**src/rtl/timer_pkg.sv**
```systemverilog
// Shared constants for the timer compare block: default widths and register reset values.
// Latency: none (constants only).
// Backpressure: none.
package timer_pkg;

  localparam int CNT_W_DEF = 64;
  localparam int BUS_W_DEF = 32;

  // Compare resets to all ones so a counter starting from zero does not match for a very long time.
  localparam logic [CNT_W_DEF-1:0] TCMP_RST = '1;
  localparam logic [BUS_W_DEF-1:0] TPRD_RST = '0;

endpackage

```
**src/rtl/timer_cmp_match.sv**
```systemverilog
// Gated equality compare of count against compare value, with a one-cycle rising-edge event.
// Latency: match_evt is combinational from cnt/tcmp/timer_en and the registered previous match.
// Backpressure: none; evaluated every cycle, a held match yields a single event.
module timer_cmp_match
  import timer_pkg::*;
#(
  parameter int CNT_W = CNT_W_DEF
) (
  input  logic             sys_clk,
  input  logic             sys_rst,
  input  logic [CNT_W-1:0] cnt,
  input  logic [CNT_W-1:0] tcmp,
  input  logic             timer_en,
  output logic             match_evt
);

  logic match_d;
  logic match_q;

  // Current-cycle match, suppressed while the timer is disabled; event is its rising edge.
  always_comb begin
    match_d   = timer_en & (cnt == tcmp);
    match_evt = match_d & ~match_q;
  end

  // Remember last cycle's match so a held equality fires only once.
  always_ff @(posedge sys_clk) begin
    if (sys_rst) begin
      match_q <= 1'b0;
    end else begin
      match_q <= match_d;
    end
  end

endmodule

```
**src/rtl/timer_compare_irq.sv**
```systemverilog
// Compare register file (atomic lo/hi commit), period register, periodic auto-advance and sticky interrupt status.
// Latency: match in cycle N sets int_st / advances tcmp in N+1; writes and clears take effect in N+1.
// Backpressure: none; all writes are single-cycle pulses, always accepted. CNT_W must equal 2*BUS_W.
module timer_compare_irq
  import timer_pkg::*;
#(
  parameter int CNT_W = CNT_W_DEF,
  parameter int BUS_W = BUS_W_DEF
) (
  input  logic             sys_clk,
  input  logic             sys_rst,
  input  logic [CNT_W-1:0] cnt,
  input  logic             timer_en,
  input  logic [BUS_W-1:0] wdata,
  input  logic             cmp_wr_lo,
  input  logic             cmp_wr_hi,
  input  logic             prd_wr,
  input  logic             periodic,
  input  logic             int_en,
  input  logic             int_clr,
  output logic [CNT_W-1:0] tcmp,
  output logic [BUS_W-1:0] tprd,
  output logic             int_st,
  output logic             tim_int
);

  localparam int EXT_W = CNT_W - BUS_W;

  logic [BUS_W-1:0] lo_shadow_d, lo_shadow_q;
  logic [CNT_W-1:0] tcmp_d, tcmp_q;
  logic [BUS_W-1:0] tprd_d, tprd_q;
  logic             int_st_d, int_st_q;
  logic             match_evt;

  timer_cmp_match #(
    .CNT_W (CNT_W)
  ) u_match (
    .sys_clk   (sys_clk),
    .sys_rst   (sys_rst),
    .cnt       (cnt),
    .tcmp      (tcmp_q),
    .timer_en  (timer_en),
    .match_evt (match_evt)
  );

  // Next-state for registers: software compare write overrides the periodic advance; set beats clear.
  always_comb begin
    lo_shadow_d = lo_shadow_q;
    tprd_d      = tprd_q;
    tcmp_d      = tcmp_q;
    int_st_d    = int_st_q;

    if (cmp_wr_lo) begin
      lo_shadow_d = wdata;
    end
    if (prd_wr) begin
      tprd_d = wdata;
    end

    if (cmp_wr_hi) begin
      // A simultaneous lo write commits the new low half directly rather than the stale shadow.
      tcmp_d = {wdata, (cmp_wr_lo ? wdata : lo_shadow_q)};
    end else if (match_evt && periodic) begin
      tcmp_d = tcmp_q + {{EXT_W{1'b0}}, tprd_q};
    end

    if (int_clr) begin
      int_st_d = 1'b0;
    end
    if (match_evt) begin
      int_st_d = 1'b1;
    end
  end

  // Register file and status flops.
  always_ff @(posedge sys_clk) begin
    if (sys_rst) begin
      lo_shadow_q <= '0;
      tcmp_q      <= TCMP_RST[CNT_W-1:0];
      tprd_q      <= TPRD_RST[BUS_W-1:0];
      int_st_q    <= 1'b0;
    end else begin
      lo_shadow_q <= lo_shadow_d;
      tcmp_q      <= tcmp_d;
      tprd_q      <= tprd_d;
      int_st_q    <= int_st_d;
    end
  end

  // Outputs straight from flops; interrupt mask adds no latency.
  always_comb begin
    tcmp    = tcmp_q;
    tprd    = tprd_q;
    int_st  = int_st_q;
    tim_int = int_st_q & int_en;
  end

endmodule
```
**config.mk**
```make
export PLATFORM = sky130hd
export DESIGN_NAME = timer_compare_irq
export DESIGN_NICKNAME = d
export VERILOG_FILES = /design/src/rtl/timer_pkg.sv /design/src/rtl/timer_cmp_match.sv /design/src/rtl/timer_compare_irq.sv
export SDC_FILE = /design/constraint.sdc
export NUM_CORES = 1
export LEC_CHECK = 0
export BUFFER_PORTS_ARGS = -buffer_cell sky130_fd_sc_hd__buf_2
export CAP_MARGIN = 30
export CORE_MARGIN = 2
export CORE_UTILIZATION = 45
export DETAILED_ROUTE_END_ITERATION = 8
export MAX_ROUTING_LAYER = met4
export PLACE_DENSITY = 0.8
export SETUP_SLACK_MARGIN = 0.05
export SYNTH_ARGS = -nofsm -noshare
export SYNTH_HDL_FRONTEND = slang
export SYNTH_HIERARCHICAL = 1
export SYNTH_SLANG_ARGS = --single-unit
export TNS_END_PERCENT = 20
```
**constraint.sdc**
```tcl
create_clock -name sys_clk -period 4.51 [get_ports sys_clk]
set_clock_uncertainty 0.2 [all_clocks]
set_input_delay 0.902 -clock sys_clk [delete_from_list [all_inputs] [get_ports sys_clk]]
set_output_delay 0.902 -clock sys_clk [all_outputs]
set_load 0.01 [all_outputs]
```
==> metrics.txt, run 1 <==
status=completed; vias in the first global route=8,302; Synth Area in Adders=0.05145; min-delay src=lo_shadow_q[6]; Synth-to-Final Area Change=23.19%; 1st-iter DRT viols=approximately 840; number of I/O port buffers=slightly above 200; crit path DAT=between 4000 and 5000 ps; routability cong.=just under 1; top_reg_cell synth=dfxtp_1; share of cells above drive strength 1=0.2287; fin crit share=0.9118; GRT Total Usage=0.3317; latest clock arrival within the worst-skew pair=approximately 430 ps; reg2reg setup slack=570 ps; largest net degree at the start of global routing=75; crit path max fanout=11; CP endpoint kind=register; initial antenna violation count=0; multiplexer share of the synthesized area=0.08346; Worst-path clk slew=~60 ps; Worst path max stage delay=~630 ps; Post-CTS Resized=0; max cap viols=0; final instance area=~10,000 sq um; drc violations=0; RR Endpoint=tcmp[46]; Die Wd=138.7 microns; Netlist Area Pre-Place=just over 8000 sq um; diode count=0; Post-Synth XOR/XNOR Area=0.09219; final WL=approximately 31,000 microns; Seq/Total Area, Yosys=0.3185; Req. time, crit path=4670 ps; final hold violation count=0; Inserted Clock Buffers=17; Fmax=about 240 MHz; Pre-antenna DRT Iters=5; number of vias per cell=6.003; Synth top area share=0.3185; Least-Margin Pin Slew=948.6 ps; setup TNS=0 ps; number of buffers and inverters on the critical path=2; syn nets=roughly 1,100; CTS root buffer=clkbuf_16; pwr/cell area=~370 nW/um^2; Synth Area in Simple Gates=0.2133; DR WL/cell=approximately 22 microns; Critical Path Start Type=input pin; Die Ht=138.7 microns; Area contributors post-synth=dfxtp_1 32%, mux2i_1 8.2%, nor2_1 6.8%, xnor2_1 6.8%, ha_1 4.9%; LEAKAGE=between 4 and 5 nW; # setup viols final=0; RSZ-0062 raised after global routing=false; Design Power=3.767 mW; placed inst area=around 9400 sq um; first-pass GRT wire length=between 40,000 and 50,000 microns; Hold EP=lo_shadow_q[6]; post-route ant nets=0; slew margin rel.=0.3669; post-synth top area cell=dfxtp_1; cell row count=roughly 50; Slowest-stage cell, CP=o41a_1; DIE AREA=19,250 sq um; Reg2Reg Depth=12; asr flop ratio synth=0; Detailed Place HPWL=~24,000 microns; flops & latches, synth=130; Mapped Cells=about 1,000; Setup Buffers After CTS=0; cts hold-fix bufs=0; hold depth=2; worst min path class=register to register; # IOs=a little over 200; largest family of logic cells by synthesized area=simple AND/OR/NAND/NOR gates; Synth Area per Inst=about 8 sq um; CP cell instances=buf_2, xnor2_1, nand4_1, nor4_1, nand4_1, nor3_1, nand2_1, nor2_1, nand2_1, o41a_1, buf_4, or3_1, a31oi_1; Worst VDD drop=0.2947 mV; clk buf depth=2; Tmin final=approximately 4000 ps; core region area=roughly 18,000 sq um; TritonCTS Sinks=130; R2R Path Start=tcmp[30]; Post-synth EDFFs=0; Worst path top cell family by delay=simple AND/OR/NAND/NOR gates; fin. max-slew vios=0; compound-gate portion of the synthesized area=0.2040; yosys warns=6; Vias=between 8,000 and 9,000; Synth cell types=between 70 and 80; Crit Path Category=input pin to register; final net count=between 1,000 and 1,500; initial core utilization=0.4564; grt total ovfl=0; H-tree depth=4; CTS tree=built
-- power breakdown --
group          total, mW  switching, mW  internal, mW
Clock               1.46          0.565         0.890
Sequential          1.32         0.0972          1.22
Combinational      0.989          0.602         0.387
-- sequential cells by signal, summed over array words and instances, names as in the netlist --
register and flops:
lo_shadow_q 32, tprd 32, int_st 1, u_match/match_q 1
tcmp 64
-- logic make-up after synthesis --
| family | Yosys count |
|---|---|
| buffers and inverters | 78 |
| multiplexers | 68 |
| flip-flops | 130 |
| AO/OA/AOI/OAI | 240 |
| XOR/XNOR | 86 |
| adder cells (fa/ha/maj) | 33 |
| AND/OR/NAND/NOR | 374 |
-- Yosys cell counts, types with 7 or more instances --
master	count
nor2_1	149
dfxtp_1	130
nand2_1	84
mux2i_1	67
xnor2_1	63
a21oi_1	62
clkbuf_1	38
o21ai_0	37
ha_1	32
inv_1	25
nand4_1	23
xor2_1	23
nand3_1	22
nor3_1	22
a21o_1	16
a211oi_1	13
nand2b_1	13
a31oi_1	12
o21bai_1	11
a221oi_1	10
and2_1	10
and3_1	10
buf_1	9
nor4_1	9
o211ai_1	9
or3_1	8
o31ai_1	7
-- worst min-delay path, delay by kind of cell, from the launching register on --
| kind | cells | cell delay (ps) |
|---|---|---|
| DFF | 1 | 300 |
| muxes | 1 | 70 |
| and+or+nand+nor | 1 | 80 |
-- per-layer routing --
layer,vias to the layer above,track usage,part of all wire
met5,-,-,0
met4,0,0.1616,0.048
met3,88,0.06112,0.083
met2,405,0.5135,0.45
met1,4126,0.4186,0.42
li1,4025,-,-
-- how the worst max path moves through the flow --
stage / from / to / depth (start not counted)
2_1_floorplan: cnt[41] / tcmp[50] / 11
3_3_place_gp: cnt[41] / tcmp[40] / 13
3_5_place_dp: cnt[10] / tcmp[46] / 13
4_1_cts: cnt[30] / tcmp[46] / 13
5_1_grt: cnt[30] / tcmp[46] / 13
6_report: cnt[30] / tcmp[46] / 13
-- cells in the final DEF (no fill, tap or decap), types with 5 or more instances in the layout --
cell,instances
a211oi_1,13
a21o_1,16
a21oi_1,62
a221oi_1,10
a22oi_1,5
a31oi_1,12
and2_1,10
and3_1,10
and4_1,6
buf_2,202
buf_4,19
clkbuf_16,17
clkinv_4,5
dfxtp_1,130
ha_1,32
inv_1,25
mux2i_1,67
nand2_1,84
nand2b_1,13
nand3_1,22
nand4_1,23
nor2_1,148
nor3_1,22
nor4_1,9
o211ai_1,9
o21a_1,6
o21ai_0,37
o21bai_1,11
o31ai_1,7
or3_1,8
xnor2_1,63
xor2_1,23
-- layout make-up --
cell class	count	area (sq um)
timing repair buffer	223	1194
fill	1703	7838
clock buffer	18	439.2
multi-input combinational	801	5268
inverter	25	93.84
clock inverter	14	181.4
tap	229	286.5
sequential	130	2603
-- through the flow --
stage | hold WS, ps | util | std cells | setup WS (ps)
after global routing | 311.7 | 0.5622 | 1440 | 298.0
after global placement | 262.5 | 0.5264 | 1407 | 318.0
final | 287.7 | 0.5622 | 1440 | 398.0
after floorplan | 248.9 | - | 1009 | 565.2
after CTS | 292.2 | 0.5622 | 1440 | 599.2
after detailed placement | 278.2 | 0.5275 | 1408 | 182.5
(Power assumes the default switching activity.)
==> run 2: changes to the inputs <==
Settings changed: CELL_PAD_IN_SITES_DETAIL_PLACEMENT set to 0, CELL_PAD_IN_SITES_GLOBAL_PLACEMENT set to 2, CORE_UTILIZATION 45 to 31, PLACE_DENSITY 0.8 to 0.92, TNS_END_PERCENT 20 to 5.
==> metrics.txt, run 2 (synthesis gave the netlist of run 1 again) <==
status=completed; CP endpoint kind=register; final instance area=just over 10,000 sq um; LEAKAGE=about 4.5 nW; latest clock arrival within the worst-skew pair=around 430 ps; 1st-iter DRT viols=roughly 710; Crit Path Category=input pin to register; GRT Total Usage=0.2552; placed inst area=around 9600 sq um; Inserted Clock Buffers=17; RSZ-0062 raised after global routing=false; slew margin rel.=0.4122; setup TNS=0 ps; final WL=35,080 microns; R2R Path Start=tcmp[10]; Die Ht=~170 microns; Tmin final=~4100 ps; Clk pwr share=0.363; number of vias per cell=approximately 5.5; largest net degree at the start of global routing=42; Pre-antenna DRT Iters=5; number of I/O port buffers=between 200 and 250; cell row count=between 50 and 60; hold_ws=roughly 290 ps; Reg2Reg Depth=12; fin crit share=0.9102; final hold violation count=0; Util after Layout=0.3899; grt total ovfl=0; drc violations=0; Critical Path Start Type=input pin; Fmax=between 200 and 250 MHz; core region area=roughly 26,000 sq um; Design Power=approximately 3.6 mW; DR WL/cell=around 23 microns; Req. time, crit path=between 4000 and 5000 ps; Detailed Place HPWL=27,730 microns; max cap viols=0; Worst-path clk slew=roughly 60 ps; Setup Buffers After CTS=0; CTS root buffer=clkbuf_16; most frequent cells in the layout=202 x buf_2, 148 x nor2_1, 130 x dfxtp_1; Vias=around 8,600; dpl ws=-7.957 ps; fin. max-slew vios=0; Net Sw Frac=0.3513; routability cong.=roughly 0.93; combinational group share of total power=0.273; Synth-to-Final Area Change=24.01%; final worst slack=404.8 ps; Least-Margin Pin Slew=around 880 ps; Worst VDD drop=0.1681 mV; Reg power frac=0.365; # setup viols final=0; cts hold-fix bufs=0; # IOs=203; CTS tree=built; Slowest-stage cell, CP=o41a_1; reg2reg setup slack=~580 ps; TritonCTS Sinks=130; vias in the first global route=approximately 8,100; H-tree depth=4; pwr/cell area=approximately 360 nW/um^2; initial core utilization=0.3144; Worst path top cell family by delay=simple AND/OR/NAND/NOR gates; hold depth=2; Hold EP=lo_shadow_q[8]; CP cell instances=buf_2, xnor2_1, nand4_1, nor4_1, nand4_1, nor3_1, nand2_1, nor2_1, nand2_1, o41a_1, buf_4, or3_1, a31oi_1; min-delay src=lo_shadow_q[8]; Post-CTS Resized=0; Die Wd=about 170 microns; crit path DAT=about 4300 ps; Cell Count, Final, Fillers Out=1,549; DIE AREA=27,670 sq um; worst min path class=register to register; share of cells above drive strength 1=0.2294; RR Endpoint=tcmp[40]; crit path max fanout=13; initial antenna violation count=2; clk buf depth=2; final net count=~1,300; max reg flops=64; first-pass GRT wire length=51,540 microns; cell-internal power=~2.4 mW; Sw Pwr=between 1 and 1.5 mW; post-placement cell count=around 1,500; post-route ant nets=0; most common cell after layout, fill and taps aside=buf_2; Worst path max stage delay=~630 ps; number of buffers and inverters on the critical path=2
[run 2: cell types whose count changed in the layout (fill, tap and decap cells not counted), sizes merged]
cell / before / now
clkbuf: 18 / 17
bufinv: 3 / 1
buf: 223 / 226
diode: 0 / 2
clkinv: 5 / 6
[run 2: worst register-to-register path: cells and delay by family (launching register included)]
kind / cells / cell delay (ps)
xor gates and xnor gates: 1 / 430
buffers and inverters: 1 / 240
AOI/OAI and AO/OA: 2 / 780
DFF: 1 / 360
and+or+nand+nor: 8 / 1860
[run 2: power groups by stage]
stage          logic, mW  clock network, mW  registers, mW
2_1_floorplan      0.601                  0           1.34
3_3_place_gp       0.981                  0           1.35
3_5_place_dp       0.981                  0           1.35
4_1_cts            0.985               1.34           1.33
5_1_grt             1.08               1.37           1.34
6_report           0.993               1.32           1.33
[run 2: worst max path at each step]
| stage | start | to | slack [ps] | cells past startpoint |
|---|---|---|---|---|
| after floorplan | cnt[41] | tcmp[50] | 570 | 11 |
| after global placement | cnt[2] | tcmp[40] | 30 | 13 |
| after detailed placement | cnt[2] | tcmp[40] | -8 | 13 |
| after CTS | cnt[2] | tcmp[40] | 460 | 13 |
| after global routing | cnt[2] | tcmp[40] | 220 | 13 |
| final | cnt[10] | tcmp[40] | 400 | 13 |
[run 2: final cells by class]
cell class / count / area, sq um
fillers: 2736 / 15850
clock inverters: 13 / 115.1
clock buffers: 17 / 425.4
flip-flops and latches: 130 / 2603
repair buffers: 226 / 1204
diodes: 2 / 5.005
inverters: 25 / 93.84
multi-input cells: 801 / 5268
well taps: 335 / 419.2
[run 2: metal layers]
metal | global-route usage | vias up | wire length [microns]
met1 | 0.3213 | 4112 | 15240
met3 | 0.05052 | 63 | 2395
li1 | - | 4024 | -
met2 | 0.3980 | 358 | 15940
met4 | 0.1117 | 0 | 1496
met5 | - | - | 0
